<file path="config.mk">
export PLATFORM = sky130hd
export DESIGN_NAME = collision_ctrl
export DESIGN_NICKNAME = d
export VERILOG_FILES = /design/src/rtl/collision_pkg.sv /design/src/rtl/collision_ctrl_lane_hit.sv /design/src/rtl/collision_ctrl.sv
export SDC_FILE = /design/constraint.sdc
export NUM_CORES = 1
export LEC_CHECK = 0
export BUFFER_PORTS_ARGS = -buffer_cell sky130_fd_sc_hd__buf_2
export CAP_MARGIN = 5
export CELL_PAD_IN_SITES_DETAIL_PLACEMENT = 0
export CELL_PAD_IN_SITES_GLOBAL_PLACEMENT = 1
export CORE_MARGIN = 1.5
export CORE_UTILIZATION = 43
export CTS_BUF_LIST = sky130_fd_sc_hd__clkbuf_4 sky130_fd_sc_hd__clkbuf_8
export DETAILED_ROUTE_END_ITERATION = 8
export PLACE_DENSITY = 0.8
export SYNTH_ARGS = -nofsm -noshare
export SYNTH_HDL_FRONTEND = slang
export SYNTH_HIERARCHICAL = 1
export SYNTH_SLANG_ARGS = --single-unit
export TNS_END_PERCENT = 20
</file>
<file path="constraint.sdc">
create_clock -name i_Clk -period 3 [get_ports i_Clk]
set_input_delay 0.75 -clock i_Clk [delete_from_list [all_inputs] [get_ports i_Clk]]
set_output_delay 0.75 -clock i_Clk [all_outputs]
set_load 0.02 [all_outputs]
</file>
<file path="src/rtl/collision_pkg.sv">
// Shared grid geometry and collision FSM state encoding for the car lanes,
// collision controller and renderer.
package collision_pkg;

    localparam int unsigned GRID_COLS = 20;
    localparam int unsigned GRID_ROWS = 15;
    localparam int unsigned CAR_X_W   = 5;
    localparam int unsigned ROW_W     = 4;
    localparam int unsigned LEVEL_W   = 7;
    localparam int unsigned LIVES_W   = 3;
    localparam int unsigned HOLD_W    = 24;

    localparam logic [1:0] ST_PLAY      = 2'd0;
    localparam logic [1:0] ST_HIT_HOLD  = 2'd1;
    localparam logic [1:0] ST_GAME_OVER = 2'd2;

    typedef logic [CAR_X_W-1:0] car_x_t;
    typedef logic [ROW_W-1:0]   row_t;
    typedef logic [LEVEL_W-1:0] level_t;
    typedef logic [LIVES_W-1:0] lives_t;

endpackage

</file>
<file path="src/rtl/collision_ctrl_lane_hit.sv">
// Single-lane collision term: the frog is hit when it sits on this lane's row
// in exactly the car's column.
module lane_hit
    import collision_pkg::*;
#(
    parameter row_t LANE_ROW = '0
) (
    input  car_x_t i_frog_x,
    input  row_t   i_frog_y,
    input  car_x_t i_car_x,
    output logic   o_hit
);

    always_comb begin
        o_hit = (i_frog_y == LANE_ROW) && (i_car_x == i_frog_x);
    end

endmodule

</file>
<file path="src/rtl/collision_ctrl.sv">
// Collision, lives, hit-freeze, respawn and level control for the frog game.
// Optional build macro: INVINCIBLE_EN (hits still pulse and freeze, lives never drop).
module collision_ctrl
    import collision_pkg::*;
#(
    parameter int unsigned         NUM_LANES      = 4,
    parameter row_t                FIRST_LANE_ROW = 4'd2,
    parameter row_t                GOAL_ROW       = 4'd0,
    parameter lives_t              INIT_LIVES     = 3'd3,
    parameter level_t              MAX_LEVEL      = 7'd16,
    parameter logic [HOLD_W-1:0]   HOLD_CYCLES    = 24'd12_500_000
) (
    input  logic                           i_Clk,
    input  logic                           i_Rst,
    input  logic [CAR_X_W-1:0]             i_frog_x,
    input  logic [ROW_W-1:0]               i_frog_y,
    input  logic [CAR_X_W*NUM_LANES-1:0]   i_car_x,
    input  logic                           i_start,
    output logic [LEVEL_W-1:0]             o_level,
    output logic [LIVES_W-1:0]             o_lives,
    output logic                           o_hit,
    output logic                           o_respawn,
    output logic                           o_level_up,
    output logic                           o_freeze,
    output logic                           o_game_over
);

    logic [NUM_LANES-1:0] lane_hits;
    logic                 any_hit;

    for (genvar k = 0; k < NUM_LANES; k++) begin : g_lane
        lane_hit #(
            .LANE_ROW (FIRST_LANE_ROW + ROW_W'(k))
        ) u_lane_hit (
            .i_frog_x (i_frog_x),
            .i_frog_y (i_frog_y),
            .i_car_x  (i_car_x[CAR_X_W*k +: CAR_X_W]),
            .o_hit    (lane_hits[k])
        );
    end

    assign any_hit = |lane_hits;

    logic [1:0]        state_q, state_d;
    lives_t            lives_q, lives_d;
    level_t            level_q, level_d;
    logic [HOLD_W-1:0] hold_q, hold_d;
    logic              hit_q, hit_d;
    logic              respawn_q, respawn_d;
    logic              level_up_q, level_up_d;
    logic              freeze_q, freeze_d;
    logic              game_over_q, game_over_d;

    always_comb begin
        state_d    = state_q;
        lives_d    = lives_q;
        level_d    = level_q;
        hold_d     = hold_q;
        hit_d      = 1'b0;
        respawn_d  = 1'b0;
        level_up_d = 1'b0;

        case (state_q)
            ST_PLAY: begin
                if (any_hit) begin
                    hit_d = 1'b1;
`ifdef INVINCIBLE_EN
                    state_d = ST_HIT_HOLD;
                    hold_d  = HOLD_CYCLES;
`else
                    if (lives_q <= LIVES_W'(1)) begin
                        lives_d = '0;
                        state_d = ST_GAME_OVER;
                    end else begin
                        lives_d = lives_q - LIVES_W'(1);
                        state_d = ST_HIT_HOLD;
                        hold_d  = HOLD_CYCLES;
                    end
`endif
                end else if (i_frog_y == GOAL_ROW) begin
                    level_up_d = 1'b1;
                    respawn_d  = 1'b1;
                    if (level_q < MAX_LEVEL) begin
                        level_d = level_q + LEVEL_W'(1);
                    end
                end
            end
            ST_HIT_HOLD: begin
                // Collisions are masked here, so a car parked on the frog
                // counts once per hold window.
                if (hold_q == '0) begin
                    respawn_d = 1'b1;
                    state_d   = ST_PLAY;
                end else begin
                    hold_d = hold_q - HOLD_W'(1);
                end
            end
            ST_GAME_OVER: begin
                lives_d = '0;
                if (i_start) begin
                    lives_d   = INIT_LIVES;
                    level_d   = LEVEL_W'(1);
                    respawn_d = 1'b1;
                    state_d   = ST_PLAY;
                end
            end
            default: begin
                state_d = ST_PLAY;
            end
        endcase

        freeze_d    = (state_d != ST_PLAY);
        game_over_d = (state_d == ST_GAME_OVER);
    end

    always_ff @(posedge i_Clk or posedge i_Rst) begin
        if (i_Rst) begin
            state_q     <= ST_PLAY;
            lives_q     <= INIT_LIVES;
            level_q     <= LEVEL_W'(1);
            hold_q      <= '0;
            hit_q       <= 1'b0;
            respawn_q   <= 1'b0;
            level_up_q  <= 1'b0;
            freeze_q    <= 1'b0;
            game_over_q <= 1'b0;
        end else begin
            state_q     <= state_d;
            lives_q     <= lives_d;
            level_q     <= level_d;
            hold_q      <= hold_d;
            hit_q       <= hit_d;
            respawn_q   <= respawn_d;
            level_up_q  <= level_up_d;
            freeze_q    <= freeze_d;
            game_over_q <= game_over_d;
        end
    end

    assign o_level     = level_q;
    assign o_lives     = lives_q;
    assign o_hit       = hit_q;
    assign o_respawn   = respawn_q;
    assign o_level_up  = level_up_q;
    assign o_freeze    = freeze_q;
    assign o_game_over = game_over_q;

endmodule
</file>
==> reports/summary.txt <==
Syn Std Cell Area: 2370 µm²
Syn. warnings: 6
peak supply drop: 193 µV
Overflow after GRT: 0
final worst-path cycle share: 85.5%
total clock sinks: 41
crit path launch type: primary input
kind of critical path: primary input to flop
CTS Hold Bufs: 0
placed cell area: 2680 µm²
status: complete, no violations
post-synthesis compound-gate area fraction: 8.39%
cells resized by post-CTS repair: 0
H-tree depth: 2
Clock Skew: 0.00897 ns
layout cells sized above 1: 25.0%
Initial Util: 45.5%
slowest stage cell, crit path: nor4_1
routability congestion estimate: 0.774
Slew HR: 42.3%
Routed wire per std cell: 13.5 µm
dpl ws: 0.0630 ns
I/O Pins: 47
synth top area cells: dfrtp_1, xnor2_1, xor2_1
Placed Cells incl. Taps: 358
f_max: 390 MHz
CP dominant cell by count: nor2_1
residual DRC count: 0
area of the multi-input gates: 1280 µm²
worst hold stages: 1
Layout Nets: 330
Syn Area/Cell: 9.63 µm²
Setup TNS: 0 ns
PwrDens: 385 nW/µm²
number of setup buffers added after CTS: 0
syn_nets: 281
die height: 77.2 µm
CTS buffer count: 5
mux contribution to synthesized area: 2.59%
post-route worst setup slack: 0.435 ns
# rows: 26
vias in the first global route: 1,847
largest net degree at the start of global routing: 42
count of final setup violators: 0
register bit total from synthesis: 41
register area: 1030 µm²
Synth Area in XOR/XNOR: 11.1%
die area: 5970 µm²
crit path time final: 2.56 ns
Finished Core Util: 53.7%
root buffer cell: clkbuf_8
CP max FO: 5
via-per-instance ratio: 5.45
Worst-Skew Late Latency: 0.30 ns
Synth Area in Simple Gates: 30.2%
Static Leakage: 1.12 nW
DR pass1 iterations: 4
clock buffer depth: 2
CTS tree: built
Layout area overhead: 18.0%
Non-Filler Instances: 366
Post-synth EDFFs: 0
Crit path largest cell delay: 0.75 ns
worst path arrival time: 2.80 ns
Yosys top cell by area: dfrtp_1
initial antenna violation count: 0
ANT cells: 0
Max Cap Violations: 0
core area: 5200 µm²
Synth cell types: 50
crit path cell chain: buf_2 -> xnor2_1 -> nand4_1 -> nor3_2 -> nor4_1 -> a21oi_1 -> nor2_1 -> a41oi_1 -> nor2_1
final hold vios: 0
Slew @ Worst Pin: 0.858 ns
DR vias: 1,993
Final Cell Area: 2800 µm²
GRT Total Usage: 18.0%
Die Wd: 77.2 µm
Post-synth ARST share: 100%
first-pass GRT wire length: 8.51 mm
most common cell in the synthesized netlist: dfrtp_1
worst-case reg-to-reg path depth: 8
post-synthesis cell count: 246
endpoint type of the worst setup path: flop
DP Wirelength: 3.55 mm
IO Port Bufs: 46
fillers: 502
fin. max-slew vios: 0
synth cell count leaders: dfrtp_1, nor2_1, nand2_1, xnor2_1
clk slew on worst S/H paths: 0.08 ns
RSZ-0062 raised after global routing: no
Hold WC Path Type: flop to flop
largest family of logic cells by synthesized area: simple AND/OR/NAND/NOR gates
Synth Flop Type: dfrtp_1
Yosys top cell area share: 40.1%
Post-Synth Adder-Cell Area: 1.58%
sequential share of the synthesized area: 43.5%
required time of the critical path: 3.23 ns
First DRT Iteration DRCs: 126
DRT Wirelength: 4.93 mm
Final ANT Viol Nets: 0
worst paths after layout:
kind,end,start,slack (ns)
worst max-delay path,o_level[5]$_DFFE_PP0P_,i_frog_x[4],0.44
worst min-delay path,hold_q[8]$_DFFE_PP0P_,hold_q[8]$_DFFE_PP0P_,0.50
max in group asynchronous,o_lives[1]$_DFFE_PP1P_,i_Rst,2.06
worst min register to register,hold_q[8]$_DFFE_PP0P_,hold_q[8]$_DFFE_PP0P_,0.50
min in group asynchronous,o_level[5]$_DFFE_PP0P_,i_Rst,0.57
worst max register to register,hold_q[11]$_DFFE_PP0P_,hold_q[0]$_DFFE_PP0P_,0.52
registers in the layout (all words and copies together) (netlist names):
register and count:
hold_q 24, o_level 7, o_hit 1, o_respawn 1, o_game_over 1, o_level_up 1, o_freeze 1, o_lives 3
state_q 2
critical path, delay by kind of cell:
family | cells | cell delay (ns)
simple gates | 5 | 1.35
compound gates | 2 | 0.42
buf+inv | 1 | 0.14
xor+xnor | 1 | 0.13
layer usage:
metal  GRT usage (%)  routed length, µm  vias to the layer above
li1                -                  -                     1003
met1            24.8               2470                      937
met2            27.1               2150                       46
met3            3.45                212                        7
met4            8.73                 97                        0
met5               0                  0                        -
metrics by stage:
stage	hold slack (ns)	power, mW
after floorplan	0.449	0.603
after global placement	0.478	0.639
after detailed placement	0.487	0.640
after CTS	0.499	1.09
after global routing	0.527	1.12
final	0.501	1.08
cell usage in the layout, fill, tap and decap left out, types with 5 or more instances in the layout:
master,instances
buf_2,46
dfrtp_1,38
nor2_1,21
nand2_1,19
xnor2_1,18
xor2_1,12
nand3_1,12
nor3_1,10
nand4_1,10
nor4_1,8
or4_1,6
inv_1,6
or3_1,6
o21ai_1,5
o21ai_0,5
mux2i_1,5
clkbuf_8,5
buf_4,5
final cells by class:
cell class | count | share of cell area (%)
clock buffer | 6 | 2.73
clock inverter | 2 | 1.25
inverter | 6 | 0.806
multi-input combinational | 190 | 45.7
sequential | 41 | 36.8
tap | 70 | 3.13
timing repair buffer | 51 | 9.58
cells by family (layout without fill, tap and decap cells):
group                    count (synthesis)  count (layout)
flip-flops                              41              41
AND/OR/NAND/NOR                        121             121
multiplexers                             6               6
adder cells (fa/ha/maj)                  3               3
AO/OA/AOI/OAI                           30              30
buffers and inverters                   15              65
XOR/XNOR                                30              30
power by group:
part	total [mW]	internal [mW]	leakage (nW)	switching (mW)
registers	0.554	0.554	0.464	0.000942
clock network	0.449	0.256	0.0586	0.193
logic	0.0732	0.0350	0.599	0.0381
Note: power is estimated with default switching activity, not from simulation.
